File: src/rtl/inst_loader.sv
// Instruction-memory loader.
// Consumes a byte stream and issues one write per assembled word.
module inst_loader #(
    parameter int A = 10,
    parameter int W = 9
) (
    input  logic         Clk,
    input  logic         ResetN,
    input  logic         Start,
    input  logic [7:0]   ByteIn,
    input  logic         ByteValid,
    output logic         ByteReady,
    output logic         WrEn,
    output logic [A-1:0] WrAddr,
    output logic [W-1:0] WrData,
    output logic         Busy,
    output logic         Done,
    output logic         Error
);

    typedef enum logic [2:0] {
        IDLE,
        LEN_LO,
        LEN_HI,
        DATA_LO,
        DATA_HI,
        DONE,
        ERR
    } state_t;

    localparam logic [16:0] LIMIT = 17'(1) << A;

    state_t         state_q, state_d;
    logic [15:0]    cnt_q, cnt_d;
    logic [A:0]     addr_q, addr_d;
    logic [7:0]     lo_q, lo_d;
    logic           wr_en_q, wr_en_d;
    logic [A-1:0]   wr_addr_q, wr_addr_d;
    logic [W-1:0]   wr_data_q, wr_data_d;

    logic           accepting;
    logic           hs;
    logic [15:0]    len_full;
    logic [16:0]    addr_next;

    assign accepting = (state_q == LEN_LO) || (state_q == LEN_HI) ||
                       (state_q == DATA_LO) || (state_q == DATA_HI);
    assign hs        = ByteValid && accepting;
    assign len_full  = {ByteIn, cnt_q[7:0]};
    assign addr_next = 17'(addr_q) + 17'd1;

    always_comb begin
        state_d   = state_q;
        cnt_d     = cnt_q;
        addr_d    = addr_q;
        lo_d      = lo_q;
        wr_en_d   = 1'b0;
        wr_addr_d = wr_addr_q;
        wr_data_d = wr_data_q;
        case (state_q)
            IDLE, DONE, ERR: begin
                if (Start) begin
                    state_d = LEN_LO;
                    cnt_d   = '0;
                    addr_d  = '0;
                end
            end
            LEN_LO: begin
                if (hs) begin
                    cnt_d[7:0] = ByteIn;
                    state_d    = LEN_HI;
                end
            end
            LEN_HI: begin
                if (hs) begin
                    cnt_d[15:8] = ByteIn;
                    if (len_full == 16'd0)
                        state_d = DONE;
                    else if ({1'b0, len_full} > LIMIT)
                        state_d = ERR;
                    else
                        state_d = DATA_LO;
                end
            end
            DATA_LO: begin
                if (hs) begin
                    lo_d    = ByteIn;
                    state_d = DATA_HI;
                end
            end
            DATA_HI: begin
                if (hs) begin
                    // Only the low W-8 bits of the high byte belong to the word.
                    wr_en_d   = 1'b1;
                    wr_addr_d = addr_q[A-1:0];
                    wr_data_d = {ByteIn[W-9:0], lo_q};
                    addr_d    = addr_q + 1'b1;
                    state_d   = (addr_next == {1'b0, cnt_q}) ? DONE : DATA_LO;
                end
            end
            default: state_d = IDLE;
        endcase
    end

    always_ff @(posedge Clk or negedge ResetN) begin
        if (!ResetN) begin
            state_q   <= IDLE;
            cnt_q     <= '0;
            addr_q    <= '0;
            lo_q      <= '0;
            wr_en_q   <= 1'b0;
            wr_addr_q <= '0;
            wr_data_q <= '0;
        end else begin
            state_q   <= state_d;
            cnt_q     <= cnt_d;
            addr_q    <= addr_d;
            lo_q      <= lo_d;
            wr_en_q   <= wr_en_d;
            wr_addr_q <= wr_addr_d;
            wr_data_q <= wr_data_d;
        end
    end

    assign ByteReady = accepting;
    assign Busy      = accepting;
    assign Done      = (state_q == DONE);
    assign Error     = (state_q == ERR);
    assign WrEn      = wr_en_q;
    assign WrAddr    = wr_addr_q;
    assign WrData    = wr_data_q;

endmodule

File: config.mk
export PLATFORM = sky130hd
export DESIGN_NAME = inst_loader
export DESIGN_NICKNAME = d
export VERILOG_FILES = /design/src/rtl/inst_loader.sv
export SDC_FILE = /design/constraint.sdc
export NUM_CORES = 1
export LEC_CHECK = 0
export ABC_CLOCK_PERIOD_IN_PS = 2050
export CELL_PAD_IN_SITES_DETAIL_PLACEMENT = 1
export CELL_PAD_IN_SITES_GLOBAL_PLACEMENT = 1
export CORE_UTILIZATION = 43
export CTS_CLUSTER_DIAMETER = 40
export DETAILED_ROUTE_END_ITERATION = 16
export DONT_BUFFER_PORTS = 1
export PLACE_DENSITY = 0.78
export SKIP_CTS_REPAIR_TIMING = 1
export SLEW_MARGIN = 30
export SYNTH_ARGS = -nofsm -noshare
export SYNTH_HDL_FRONTEND = slang
export SYNTH_SLANG_ARGS = --single-unit
export TNS_END_PERCENT = 5
File: constraint.sdc
create_clock -name Clk -period 2.05 [get_ports Clk]
set_input_delay 0.205 -clock Clk [delete_from_list [all_inputs] [get_ports Clk]]
set_output_delay 0.205 -clock Clk [all_outputs]
set_load 0.01 [all_outputs]
==> results of run 1 <==
[through the flow]
stage	setup slack (ns)	power, mW	hold slack (ns)	cell area (µm²)	setup TNS (ns)
3_3_place_gp	0.0223	3.29	-0.0894	3170	0
4_1_cts	-0.0953	4.62	-0.462	3400	-0.149
5_1_grt	-0.0641	5.00	0.00455	3480	-0.0662
6_report	-0.00634	4.69	-0.0114	3480	-0.00634
3_5_place_dp	-0.0827	3.39	-0.0895	3170	-0.118
2_1_floorplan	0.0846	2.84	-0.0906	2980	0
[registers in the layout, indices dropped and copies added (netlist names)]
| name | cells |
|---|---|
| cnt_q | 16 |
| addr_q | 11 |
| WrAddr | 10 |
| WrData | 9 |
| lo_q | 8 |
| state_q | 3 |
| WrEn | 1 |
[area by class of cell]
class                      instances  area share [%]
sequential                        58            41.9
multi-input combinational        248            41.7
timing repair buffer              28            6.75
clock inverter                     4            2.12
tap                               77            2.77
inverter                           3           0.323
clock buffer                      12            4.45
[cell usage in the layout, fill, tap and decap left out, types with 2 or more instances in the layout]
cell type / synthesis / routed
bufinv_16: 0 / 2
a31oi_1: 5 / 5
xor2_1: 9 / 9
dlygate4sd3_1: 0 / 2
nand4_1: 3 / 3
nor2_1: 11 / 11
nand3_1: 4 / 4
mux2_2: 9 / 9
o21ai_0: 32 / 31
o22ai_1: 2 / 2
mux2i_1: 2 / 2
and2_1: 2 / 2
dfrtp_2: 0 / 6
o31ai_1: 5 / 4
a21oi_1: 9 / 8
xnor2_1: 4 / 3
nor3_1: 5 / 5
xnor3_1: 2 / 2
a32oi_1: 3 / 3
and3_1: 4 / 4
buf_4: 4 / 25
nor4_1: 3 / 2
dfrtp_1: 58 / 52
nand2b_1: 2 / 2
clkbuf_8: 0 / 11
nand2_1: 107 / 107
clkinv_1: 2 / 2
o41ai_1: 2 / 2
nor3b_1: 2 / 2
[power groups by stage]
stage	logic (mW)	registers, mW	clock network [mW]
2_1_floorplan	1.12	1.72	0
3_5_place_dp	1.55	1.83	0
4_1_cts	1.56	1.81	1.24
3_3_place_gp	1.48	1.81	0
5_1_grt	1.85	1.87	1.29
6_report	1.64	1.82	1.23
[worst register-to-register path, stage by stage, from the launching register on]
cell and delay (ns):
dfrtp_1 0.40, nor4_2 0.31, buf_4 0.16, nand4_1 0.11, a21o_1 0.19, or4_4 0.49
o31a_1 0.29
[routing by layer]
| layer | global-route usage [%] | part of all wire (%) |
|---|---|---|
| met1 | 32.0 | 43 |
| met2 | 40.8 | 50 |
| met4 | 10.6 | 2.5 |
| met5 | 0 | 0 |
| met3 | 5.64 | 4.2 |
[worst max path at each step]
stage	startpoint	endpoint	slack [ns]	depth (start not counted)
floorplan	addr_q[0]$_DFFE_PN0P_	state_q[1]$_DFFE_PN0P_	0.08	6
global placement	cnt_q[13]$_DFFE_PN0P_	state_q[1]$_DFFE_PN0P_	0.02	6
detailed placement	cnt_q[13]$_DFFE_PN0P_	state_q[1]$_DFFE_PN0P_	-0.08	6
CTS	cnt_q[13]$_DFFE_PN0P_	state_q[1]$_DFFE_PN0P_	-0.1	6
global route	cnt_q[14]$_DFFE_PN0P_	state_q[1]$_DFFE_PN0P_	-0.06	6
finish	cnt_q[14]$_DFFE_PN0P_	state_q[1]$_DFFE_PN0P_	-0.006	6
[kinds of logic after synthesis]
| family | after synthesis | synth area share (%) |
|---|---|---|
| compound gates | 67 | 13.8 |
| xor+xnor | 15 | 5.35 |
| fa+ha+maj | 1 | 0.421 |
| buf+inv | 24 | 3.58 |
| flops | 58 | 48.9 |
| mux | 11 | 4.09 |
| simple gates | 154 | 23.9 |
==> flow_summary_export.csv, run 1 <==
group,metric,value,unit
critical_path,ff2ff_path_depth,6,
sta,clock_skew,0.0100,ns
floorplanning,core,6490,µm²
drt,ant_nets,0,
pwr,clkPwrFrac,26.2,%
synth,synth_cells,330,
pwr,irDropWorstVdd,0.759,mV
floorplanning,rows,29,
grt,grtUsageTotal,25.0,%
drt,wl_per_cell,18.8,µm
finish,antenna_cells,0,
grt,grt_pass1_wl,13.8,mm
finish,regArea,1460,µm²
drt,via_count,2504,
cts,clk_latency,0.35,ns
sta,drv_slew,0,
synth,synth.avg_cell_area,9.00,µm²
pwr,power_density,1350,nW/µm²
critical_path,setup.worst_path.class,"reg -> reg",
synth,synth-edff-count,0,
grt,grt.overflow.total,0,
sta,min_period,2.06,ns
floorplanning,ios,36,
synth,synth_fp_nets,343,
synth,synth_area_leaders,"dfrtp_1, nand2_1, o21ai_0, mux2_2, xor2_1",
finish,utilization,53.6,%
sta,worst_slew_pin_slew,0.519,ns
synth,ys_seq_area_share,48.9,%
finish,fillers,762,
critical_path,critPathTopFamily,"simple AND/OR/NAND/NOR gates",
critical_path,worstPathRequired,2.28,ns
synth,synth_most_common_cell,"nand2_1",
synth,synth_area,2970,µm²
synth,synth_ff_type,"dfrtp_1",
critical_path,worstPathArrival,2.28,ns
critical_path,reg2reg_from,"cnt_q[14]$_DFFE_PN0P_",
cts,tritoncts,"yes",
worst_hold_path,hold_depth,2,
flow_run,cap_viol_max_count,0,
sta,holdWs,-0.0114,ns
critical_path,rrSetupSlack,-0.006,ns
critical_path,cp_num_buf_inv,1,
worst_hold_path,holdPathEnd,"cnt_q[6]$_DFFE_PN0P_",
pwr,netSwitchingPower,1.73,mW
place,hpwl,5.62,mm
run_status,violations,"hold timing, setup timing",
worst_hold_path,min-delay-start,"ByteIn[6]",
worst_hold_path,hp-class,"in -> reg",
synth,synth_common_cells,"nand2_1, dfrtp_1, o21ai_0",
pwr,p_seq_share,38.9,%
grt,antenna_found_initial,0,
synth,synth-seq-cells,58,
place,routabilityCongestion,0.849,
synth,synth_top_area_cell,"dfrtp_1",
sta,max-slew-margin-rel,65.1,%
cts,clockBufferDepth,2,
critical_path,crit_chain,"nor4_2 > buf_4 > nand4_1 > a21o_1 > or4_4 > o31a_1",
pwr,power_leakage,1.64,nW
critical_path,critical-path-max-stage-delay,0.49,ns
place,portBuffers,0,
grt,grt_pass1_vias,2748,
drt,wl,8.06,mm
drt,initialDrtViolationCount,225,
grt,grt_start_max_net_pins,59,
drt,post-route-drc-count,0,
sta,setup_viol,1,
pwr,p_int,2.96,mW
sta,rsz0062_at_grt,"yes",
cts,cts_root_buffer,"clkbuf_8",
synth,ys.warnings.count,0,
drt,via_per_inst,5.82,
finish,area_delta_synth_final,17.3,%
synth,synth_top_area_share,48.9,%
synth,yosysUniqueCellTypes,49,
place,dp_cells,411,
pwr,p_comb_share,34.9,%
floorplanning,die-area,7240,µm²
cts,cts_sinks,58,
finish,multiInputGateArea,1450,µm²
critical_path,critPathLaunchType,"register",
cts,path_clk_slew,0.07,ns
floorplanning,die_y,85.1,µm
critical_path,crit_fanout,2,
sta,finalHoldViolations,6,
critical_path,crit_path_end_kind,"register",
finish,layout.nets,361,
sta,setup_slack,-0.00634,ns
floorplanning,start_util,45.7,%
synth,ys_async_sr_fraction,100,%
finish,final_cells,430,
critical_path,cp_slowest_cell,"or4_4",
pwr,swShare,36.9,%
floorplanning,die_x,85.1,µm
critical_path,reg2reg_to,"state_q[1]$_DFFE_PN0P_",
drt,drtPass1Iterations,4,
finish,layout-drive-gt1-share,19.5,%
run_status,status,"finished with violations",
sta,fmax,0.486,GHz
cts,h-tree-depth,3,
sta,period_share,100,%
cts,cts_buffers,9,
Power figures use the tool's default switching activity.
==> run 2, diff against run 1 <==
--- a/config.mk
+++ b/config.mk
@@ -5,14 +5,14 @@
 export SDC_FILE = /design/constraint.sdc
 export NUM_CORES = 1
 export LEC_CHECK = 0
-export ABC_CLOCK_PERIOD_IN_PS = 2050
+export ABC_CLOCK_PERIOD_IN_PS = 2500
 export CELL_PAD_IN_SITES_DETAIL_PLACEMENT = 1
 export CELL_PAD_IN_SITES_GLOBAL_PLACEMENT = 1
-export CORE_UTILIZATION = 43
+export CORE_UTILIZATION = 52
 export CTS_CLUSTER_DIAMETER = 40
 export DETAILED_ROUTE_END_ITERATION = 16
 export DONT_BUFFER_PORTS = 1
-export PLACE_DENSITY = 0.78
+export PLACE_DENSITY = 0.87
 export SKIP_CTS_REPAIR_TIMING = 1
 export SLEW_MARGIN = 30
 export SYNTH_ARGS = -nofsm -noshare
==> constraint.sdc (replaced) <==
create_clock -name Clk -period 2.5 [get_ports Clk]
set_input_delay 0.25 -clock Clk [delete_from_list [all_inputs] [get_ports Clk]]
set_output_delay 0.25 -clock Clk [all_outputs]
set_load 0.01 [all_outputs]
==> flow_summary_export.csv, run 2 (same netlist as run 1, synthesis figures left out) <==
group,metric,value,unit
grt,grt_pass1_vias,2572,
floorplanning,die_x,77.6,µm
cts,clk_latency,0.35,ns
sta,fin_setup_tns,0,ns
place,dp_cells,389,
pwr,power_density,1140,nW/µm²
critical_path,crit_fanout,7,
finish,largest_reg_flops,16,
cts,h-tree-depth,3,
sta,period_share,94.3,%
cts,path_clk_slew,0.07,ns
sta,max-slew-margin-rel,60.4,%
finish,area_delta_synth_final,11.2,%
grt,grtUsageTotal,29.8,%
worst_hold_path,min-delay-start,"ByteIn[0]",
drt,post-route-drc-count,0,
drt,initialDrtViolationCount,126,
drt,drtPass1Iterations,4,
finish,final_cells,406,
finish,regMostFlops,"cnt_q",
grt,antenna_found_initial,0,
worst_hold_path,hold_depth,2,
sta,fmax,0.424,GHz
drt,ant_nets,0,
critical_path,critPathLaunchType,"register",
grt,grt_pass1_wl,13.2,mm
sta,min_period,2.36,ns
worst_hold_path,holdPathEnd,"WrData[8]$_DFFE_PN0P_",
floorplanning,ios,36,
grt,grt.overflow.total,0,
floorplanning,die_y,77.6,µm
cts,tritoncts,"yes",
critical_path,ff2ff_path_depth,6,
sta,finalHoldViolations,0,
critical_path,worstPathRequired,2.74,ns
place,hpwl,5.25,mm
critical_path,crit_path_end_kind,"register",
sta,holdWs,0.00600,ns
finish,utilization,60.0,%
cts,cts_buffers,9,
critical_path,rrSetupSlack,0.14,ns
pwr,irDropWorstVdd,0.691,mV
grt,grt_start_max_net_pins,59,
floorplanning,die-area,6020,µm²
pwr,finalPower,3.77,mW
sta,setup_viol,0,
cts,clockBufferDepth,2,
place,routabilityCongestion,0.769,
critical_path,worstPathArrival,2.60,ns
drt,via_per_inst,6.03,
floorplanning,rows,27,
cts,cts_root_buffer,"clkbuf_8",
finish,layout-drive-gt1-share,11.7,%
finish,final_cell_mix,"nand2_1, dfrtp_1, o21ai_0, nor2_1, clkbuf_8",
critical_path,reg2reg_from,"addr_q[1]$_DFFE_PN0P_",
critical_path,setup.worst_path.class,"reg -> reg",
sta,drv_slew,0,
sta,clock_skew,0.00729,ns
worst_hold_path,hp-class,"in -> reg",
sta,rsz0062_at_grt,"no",
finish,antenna_cells,0,
pwr,power_leakage,1.55,nW
finish,layout.nets,343,
sta,worst_slew_pin_slew,0.588,ns
drt,wl,7.84,mm
flow_run,cap_viol_max_count,0,
drt,via_count,2449,
floorplanning,core,5510,µm²
place,portBuffers,0,
finish,final_common_cell,"nand2_1",
drt,wl_per_cell,19.3,µm
run_status,status,"completed",
critical_path,reg2reg_to,"state_q[1]$_DFFE_PN0P_",
cts,cts_sinks,58,
floorplanning,start_util,53.9,%
run 2: how the worst max path moves through the flow:
stage	startpoint	end	slack, ns	cells after the start
floorplan	addr_q[0]$_DFFE_PN0P_	state_q[1]$_DFFE_PN0P_	0.30	6
global placement	addr_q[1]$_DFFE_PN0P_	state_q[1]$_DFFE_PN0P_	0.26	6
detailed placement	addr_q[1]$_DFFE_PN0P_	state_q[1]$_DFFE_PN0P_	0.16	6
CTS	addr_q[1]$_DFFE_PN0P_	state_q[1]$_DFFE_PN0P_	0.14	6
global route	addr_q[1]$_DFFE_PN0P_	state_q[1]$_DFFE_PN0P_	0.09	6
finish	addr_q[1]$_DFFE_PN0P_	state_q[1]$_DFFE_PN0P_	0.14	6
run 2: area by class of cell:
| class | instances | area (µm²) |
|---|---|---|
| Inverter | 3 | 11.3 |
| Multi-Input combinational cell | 248 | 1410 |
| Clock inverter | 5 | 103 |
| Fill cell | 632 | 2200 |
| Sequential cell | 58 | 1450 |
| Timing Repair Buffer | 10 | 97.6 |
| Tap cell | 72 | 90.1 |
| Clock buffer | 10 | 138 |
run 2: per-layer routing:
layer	wire length, µm	GRT usage, %	vias to the layer above	share of wire (%)
met5	0	0	-	0
met4	162	11.5	0	2.1
met3	378	9.29	16	4.8
met2	4090	49.3	57	52
met1	3220	36.3	1241	41
li1	-	-	1135	-
run 2: worst max-delay path, cell delays in order, from the launching register on:
cell and delay, ns:
dfrtp_1 0.45, ha_1 0.31, xnor3_1 0.40, nand4_1 0.09
a21o_1 0.18, or4_1 0.51, o31a_1 0.30
run 2: metrics by stage:
step	area (µm²)	setup WS, ns
CTS	3260	0.137
finish	3300	0.142
floorplan	2970	0.302
detailed placement	3020	0.162
global placement	3020	0.264
global route	3300	0.0905
run 2: where the power goes:
| group | switching, mW | internal (mW) |
|---|---|---|
| Combinational | 0.703 | 0.481 |
| Sequential | 0.310 | 1.20 |
| Clock | 0.394 | 0.681 |
